--- src/rtl/arbitration_packet_mux.sv ---
// Packet-level steering stage behind a shiftable fixed-priority arbiter.
// It owns the arbiter's request vector and rotates priority after each packet.
// While a packet is in flight it holds the lock on its source, so packets never interleave.
// Accepted beats go into a 2-entry FIFO, so the output keeps full throughput under backpressure.
module arbitration_packet_mux #(
   parameter int N  = 8,
   parameter int W  = 32,
   parameter int SW = $clog2(N)
) (
   input  logic            clk,
   input  logic            rst,
   input  logic [N-1:0]    in_valid_i,
   input  logic [N*W-1:0]  in_data_i,
   input  logic [N-1:0]    in_last_i,
   output logic [N-1:0]    in_ready_o,
   output logic [N-1:0]    arb_req_o,
   input  logic [N-1:0]    arb_grant_i,
   output logic            arb_shift_o,
   output logic            out_valid_o,
   output logic [W-1:0]    out_data_o,
   output logic            out_last_o,
   output logic [SW-1:0]   out_src_o,
   input  logic            out_ready_i,
   output logic            err_grant_o
);

   localparam logic [0:0] IDLE   = 1'b0;
   localparam logic [0:0] LOCKED = 1'b1;

   logic [0:0]            state_q, state_d;
   logic [N-1:0]          owner_q, owner_d;
   logic [1:0]            count_q, count_d;
   logic                  rd_ptr_q, rd_ptr_d;
   logic                  wr_ptr_q, wr_ptr_d;
   logic                  err_q, err_d;
   logic [1:0][W-1:0]     mem_data_q;
   logic [1:0]            mem_last_q;
   logic [1:0][SW-1:0]    mem_src_q;

   logic                  fifo_ok;
   logic                  pop;
   logic                  accept;
   logic                  grant_onehot;
   logic                  grant_bad;
   logic                  err_cycle;
   logic [N-1:0]          sel_vec;
   logic [W-1:0]          sel_data;
   logic                  sel_last;
   logic [SW-1:0]         sel_idx;

   // Binary index of a one-hot vector; an OR of the set positions is enough when one-hot.
   function automatic logic [SW-1:0] encode_onehot(input logic [N-1:0] vec);
      logic [SW-1:0] idx;
      idx = '0;
      for (int i = 0; i < N; i++) begin
         if (vec[i]) idx = idx | SW'(i);
      end
      return idx;
   endfunction

   // Handshake, arbitration interface, source selection and next-state decisions.
   always_comb begin
      fifo_ok      = (count_q < 2'd2) || ((count_q == 2'd2) && out_ready_i);
      pop          = (count_q != 2'd0) && out_ready_i;
      grant_onehot = (arb_grant_i != '0) && ((arb_grant_i & (arb_grant_i - N'(1))) == '0);
      arb_req_o    = '0;
      in_ready_o   = '0;
      accept       = 1'b0;
      grant_bad    = 1'b0;
      err_cycle    = 1'b0;
      sel_vec      = owner_q;
      state_d      = state_q;
      owner_d      = owner_q;

      if (state_q == IDLE) begin
         sel_vec = arb_grant_i;
         if (fifo_ok) arb_req_o = in_valid_i;
         grant_bad = !grant_onehot || ((arb_grant_i & ~arb_req_o) != '0);
         err_cycle = (arb_req_o != '0) && grant_bad;
         if (!err_cycle && (arb_req_o != '0) && fifo_ok) begin
            accept     = 1'b1;
            in_ready_o = arb_grant_i;
         end
      end else begin
         if (fifo_ok) in_ready_o = owner_q;
         accept = fifo_ok && ((owner_q & in_valid_i) != '0);
      end

      if (rst) begin
         arb_req_o  = '0;
         in_ready_o = '0;
         accept     = 1'b0;
         err_cycle  = 1'b0;
      end

      sel_data = '0;
      for (int i = 0; i < N; i++) begin
         if (sel_vec[i]) sel_data = sel_data | in_data_i[i*W +: W];
      end
      sel_last    = |(sel_vec & in_last_i);
      sel_idx     = encode_onehot(sel_vec);
      arb_shift_o = accept && sel_last;

      if (accept) begin
         if (state_q == IDLE) begin
            owner_d = arb_grant_i;
            if (!sel_last) state_d = LOCKED;
         end else if (sel_last) begin
            state_d = IDLE;
         end
      end

      err_d    = err_q | err_cycle;
      rd_ptr_d = pop ? ~rd_ptr_q : rd_ptr_q;
      wr_ptr_d = accept ? ~wr_ptr_q : wr_ptr_q;
      case ({accept, pop})
         2'b10:   count_d = count_q + 2'd1;
         2'b01:   count_d = count_q - 2'd1;
         default: count_d = count_q;
      endcase
   end

   // Control state: lock owner, FIFO occupancy/pointers and the sticky grant error.
   always_ff @(posedge clk or posedge rst) begin
      if (rst) begin
         state_q  <= IDLE;
         owner_q  <= '0;
         count_q  <= 2'd0;
         rd_ptr_q <= 1'b0;
         wr_ptr_q <= 1'b0;
         err_q    <= 1'b0;
      end else begin
         state_q  <= state_d;
         owner_q  <= owner_d;
         count_q  <= count_d;
         rd_ptr_q <= rd_ptr_d;
         wr_ptr_q <= wr_ptr_d;
         err_q    <= err_d;
      end
   end

   // FIFO storage; a push at full overwrites the slot being popped on the same edge.
   always_ff @(posedge clk or posedge rst) begin
      if (rst) begin
         mem_data_q <= '0;
         mem_last_q <= '0;
         mem_src_q  <= '0;
      end else if (accept) begin
         mem_data_q[wr_ptr_q] <= sel_data;
         mem_last_q[wr_ptr_q] <= sel_last;
         mem_src_q[wr_ptr_q]  <= sel_idx;
      end
   end

   assign out_valid_o = (count_q != 2'd0);
   assign out_data_o  = out_valid_o ? mem_data_q[rd_ptr_q] : '0;
   assign out_last_o  = out_valid_o ? mem_last_q[rd_ptr_q] : 1'b0;
   assign out_src_o   = out_valid_o ? mem_src_q[rd_ptr_q]  : '0;
   assign err_grant_o = err_q;

endmodule

--- config.mk ---
export PLATFORM = sky130hd
export DESIGN_NAME = arbitration_packet_mux
export DESIGN_NICKNAME = d
export VERILOG_FILES = /design/src/rtl/arbitration_packet_mux.sv
export SDC_FILE = /design/constraint.sdc
export NUM_CORES = 1
export LEC_CHECK = 0
export CORE_AREA = 3 3 130 132
export CTS_CLUSTER_DIAMETER = 150
export CTS_CLUSTER_SIZE = 20
export DETAILED_ROUTE_END_ITERATION = 8
export DIE_AREA = 0 0 133 135
export GPL_TIMING_DRIVEN = 0
export PLACE_DENSITY = 0.77
export SLEW_MARGIN = 20
export SYNTH_ARGS = -nofsm -noshare
export SYNTH_HDL_FRONTEND = slang
export SYNTH_SLANG_ARGS = --single-unit
--- constraint.sdc ---
create_clock -name clk -period 5.2 [get_ports clk]
set_clock_uncertainty 0.15 [all_clocks]
set_input_delay 1.56 -clock clk [delete_from_list [all_inputs] [get_ports clk]]
set_output_delay 1.56 -clock clk [all_outputs]
set_load 0.01 [all_outputs]
# After elaboration in Yosys (flattened, before gate mapping)
# Cells that the tools add are included.
dict set report word_totals {
  ff_bits 86
  out_inout_bits 55
}
dict set report classes {
  add_sub_neg 3
  magnitude_cmp 4
  n_eq_ne 3
  mux 49
  bitwise 15
  n_reduce_logical 21
}
# cell count
set op_table {}
lappend op_table {{$mux 32} 12}
lappend op_table {{$or 32x32->32} 7}
lappend op_table {{$mux 8} 9}
lappend op_table {{$bwmux 64} 1}
lappend op_table {{$and 8x8->8} 4}
lappend op_table {{$demux 32 s1} 1}
lappend op_table {{$reduce_bool 8->1} 4}
lappend op_table {{$mux 3} 8}
lappend op_table {{$mux 1} 11}
lappend op_table {{$logic_and 1x1->1} 9}
lappend op_table {{$logic_not 8->1} 1}
lappend op_table {{$not 8->8} 1}
lappend op_table {{$reduce_or 8->1} 1}
lappend op_table {{$sub 8x1->8 const B} 1}
lappend op_table {{$bwmux 6} 1}
lappend op_table {{$eq 2x2->1 const B} 2}
lappend op_table {{$lt 1x2->1 const B} 2}
lappend op_table {{$mux 2} 2}
lappend op_table {{$pmux 2 s2} 1}
lappend op_table {{$reduce_bool 2->1} 2}
lappend op_table {{$demux 3 s1} 1}
lappend op_table {{$add 2x1->2 const B} 1}
lappend op_table {{$bwmux 2} 1}
lappend op_table {{$eq 2x1->1 const B} 1}
lappend op_table {{other kinds (8)} 11}

# Depth between registers and ports, before layout
dict set report logic_depth {
  ltp_word 18
  depth_mapped 11
}

# Least setup slack after synthesis
# OpenSTA, ideal clock, no wires.
dict set report synth_timing {
  path_type {input to output}
  startpoint {in arb_grant_i[2]}
  endpoint {out in_ready_o[1]}
  arrival_time_ns 3.297
  setup_slack_ns 0.193
  path_stages 6
  n_path_buf 0
  path_cell_list {or4_4 or4_1 nand3_1 or2_2 a31oi_1 nor3_1}
}
dict set report synth_via {
  elab_chain_len 13
  elab_cells_between_ends 16
}
# element line
set synth_rtl {}
lappend synth_rtl {{from (decl)} 17} ;# input logic [N-1:0] arb_grant_i,
lappend synth_rtl {{$sub 8x1->8} 65} ;# grant_onehot = (arb_grant_i != '0) && ((arb_grant_i & (arb_grant_i - N'(1))) == '0);
lappend synth_rtl {{$and 8x8->8} 65}
lappend synth_rtl {{$logic_not 8->1} 65}
lappend synth_rtl {{$logic_and 1x1->1} 65}
lappend synth_rtl {{$logic_not 1->1} 78} ;# grant_bad = !grant_onehot || ((arb_grant_i & ~arb_req_o) != '0);
lappend synth_rtl {{$logic_or 1x1->1 (*)} 78}
lappend synth_rtl {{$logic_and 1x1->1 (*)} 79} ;# err_cycle = (arb_req_o != '0) && grant_bad;
lappend synth_rtl {{$logic_not 1->1 (*)} 80} ;# if (!err_cycle && (arb_req_o != '0) && fifo_ok) begin
lappend synth_rtl {{$logic_and 1x1->1 (*) (2 in a row)} 80}
lappend synth_rtl {{$mux 8 (*)} 80}
lappend synth_rtl {{$mux 8 (*)} 75} ;# if (state_q == IDLE) begin
lappend synth_rtl {{$mux 8 (*)} 89} ;# if (rst) begin
lappend synth_rtl {{to (decl)} 15} ;# output logic [N-1:0] in_ready_o,
# Mark *: on every way between the ends. The rest lies on a longest branch, timed or not.

# Worst setup path after layout
dict set report layout_timing {
  startpoint {in arb_grant_i[3]}
  endpoint {out in_ready_o[1]}
}
# The elaborated chain is that of the path after synthesis.

==> out/summary.txt <==
layout cells sized above 1 -> 0.115
Setup-failing EPs final -> 7
DRT Pass-1 Iters -> 7
GRT Residual Overflow -> 0
cell taking the most area after synthesis -> dfrtp_1
clk slew on worst S/H paths -> 60 ps
fin crit share -> 1.01
crit path max fanout -> 7
Pleak -> 4.42 nW
Hold WC Path Type -> reg -> reg
Cell Area, Synth -> 0.00579 mm2
register area share after synthesis -> 0.372
total CTS buffers -> 9
Synth warnings -> 0
total power -> 0.00248 W
Inst Count DP -> 1138
WL final -> 29100 um
routed via count -> 6747
clk root buf -> clkbuf_16
Worst slew margin -> 0.314
fillers -> 1343
Setup CP Type -> in -> out
top cell type's share of synthesized area -> 0.372
area of the placeable core -> 0.0158 mm2
Starting DRT DRC Count -> 487
outcome -> complete, but fails checks
first-pass GRT wire length -> 41400 um
Setup TNS Final -> -120 ps
IO buf count -> 336
fin. max-slew vios -> 0
peak supply drop -> 0.121 mV
initial antenna violation count -> 1
vias per cell -> 5.81
RSZ-0062 raised after global routing -> true
Max-cap violations -> 0
DIE WIDTH -> 133 um
Clk Latency, worst-skew pair -> 340 ps
global-route usage over all layers -> 0.309
max frequency -> 190 MHz
Post-synth top cells -> 86 x dfrtp_1, 72 x a22oi_1, 60 x mux2i_1
Post-synth EDFFs -> 0
Final Hold Viols -> 0
# diodes -> 0
Post-Layout Cell Count -> 1162
clock sink count -> 86
failing checks -> setup timing
synth unique cells -> 46
Tmin final -> 5250 ps
CP Launch Type -> input pin
die height -> 135 um
largest net degree at the start of global routing -> 50
number of global-route vias before repair -> 6751
worst-margin pin slew -> 1030 ps
most common cell in the netlist -> dfrtp_1
Syn-to-layout area delta -> 72.8%
Die ar. -> 0.0180 mm2
Avg Cell Area, Syn -> 9.89 um2
wire length per cell -> 25.0 um
GPL Wtd Cong -> 0.928
top_reg_cell synth -> dfrtp_1
Longest Clk Path Bufs -> 2
Synth Register Bits -> 86
Routed Antenna Nets -> 0
Syn Nets -> 869
drc violations -> 0
ys async rst share -> 1.00
Critical Path End Type -> output port
row cnt -> 46
dpl hpwl -> 22500 um
starting density of the core -> 0.366
cell count after synthesis -> 585
CP required -> 3490 ps
io pins -> 338
Synth area leaders -> dfrtp_1 37%, mux2i_1 10%, a22oi_1 9.3%
CTS H-Tree Depth -> 3
CTS tree -> done
crit path DAT -> 3540 ps
setup ws final -> -51.6 ps
# nets final -> 1225
Cell Pwr Density -> 248 mW/mm2
through the flow:
step                hold WS, ps  utilization  area, um2  setup slack (ps)
finish                      327        0.632      10000             -51.6
detailed placement          318        0.597       9450             -1510
floorplan                   307            -       5790               193
global route                343        0.632      10000             -84.8
global placement            306        0.595       9420             -1460
CTS                         331        0.631       9980             -53.7
area by class of cell:
class | instances | area [um2] | area share
Timing Repair Buffer | 348 | 3450 | 0.345
Multi-Input combinational cell | 416 | 3420 | 0.342
Sequential cell | 86 | 2150 | 0.215
Tap cell | 216 | 270 | 0.0270
Clock buffer | 13 | 260 | 0.0260
Buffer | 41 | 215 | 0.0215
Inverter | 39 | 149 | 0.0149
Clock inverter | 3 | 90.1 | 0.00900
power breakdown:
part           internal, W  switching, W  total, W
Sequential        0.000704     0.0000244  0.000728
Combinational     0.000512      0.000484  0.000997
Clock             0.000496      0.000259  0.000755
Total              0.00171      0.000768   0.00248
metal layers:
metal,global-route usage,vias to the layer above,share of wire
met2,0.510,404,0.47
met5,0,-,0.00058
met4,0.124,2,0.040
met3,0.0883,69,0.092
met1,0.382,3302,0.39
li1,-,2970,-
cells in the final DEF (no fill, tap or decap), types with 4 or more instances in the layout:
master,netlist,final
clkdlybuf4s50_1,0,321
dfrtp_1,86,86
a22oi_1,72,72
mux2i_1,60,60
nor2_1,45,45
inv_1,39,37
mux2_1,35,35
a22o_1,33,33
a221oi_1,34,33
clkbuf_1,34,24
mux2_2,26,24
nand3_1,24,23
and3_1,21,21
buf_2,1,11
buf_4,1,10
clkbuf_16,0,9
buf_6,5,8
nor3_2,0,7
nand2_1,7,6
clkbuf_2,0,6
nand4_1,5,5
o21ai_0,4,4
o21ai_4,2,4
cells by family (layout without fill, tap and decap cells):
| logic type | Yosys count | count (layout) | share of synthesized area |
|---|---|---|---|
| AO/OA/AOI/OAI | 163 | 163 | 0.225 |
| AND/OR/NAND/NOR | 127 | 127 | 0.112 |
| multiplexers | 121 | 121 | 0.222 |
| flip-flops | 86 | 86 | 0.372 |
| buffers and inverters | 83 | 444 | 0.0612 |
| XOR/XNOR | 4 | 4 | 0.00605 |
| adder cells (fa/ha/maj) | 1 | 1 | 0.00216 |
worst max-delay path, cell delays in order:
cell and delay [ps]:
buf_8 90, or4_4 560, buf_6 140, or4_4 430
nand3_4 80, or2_4 160, a31oi_4 170, nor3_2 180
buf_2 170
worst paths after layout:
kind	start	end	slack (ps)	depth (start not counted)
worst max-delay path	arb_grant_i[3]	in_ready_o[1]	-50	9
worst min-delay path	err_grant_o$_DFF_PP0_	err_grant_o$_DFF_PP0_	330	1
worst max register to register	state_q$_DFFE_PP0P_	mem_data_q[48]$_DFFE_PP0P_	1750	10
worst min register to register	err_grant_o$_DFF_PP0_	err_grant_o$_DFF_PP0_	330	1
max in group asynchronous	rst	mem_data_q[50]$_DFFE_PP0P_	2290	4
min in group asynchronous	rst	count_q[1]$_DFFE_PP0P_	1990	3
registers in the layout (all words and copies together) (netlist names):
register,count
mem_data_q,64
owner_q,8
mem_src_q,6
count_q,2
mem_last_q,2
err_grant_o,1
rd_ptr_q,1
state_q,1
wr_ptr_q,1
timing repair:
action                                  CTS  global route
gates resized for setup                 105             4
endpoints found under the setup margin   17            17
buffers inserted                          9             2
hold buffers                              0             0
pin swaps                                13             7
Note: power is estimated with default switching activity, not from simulation.
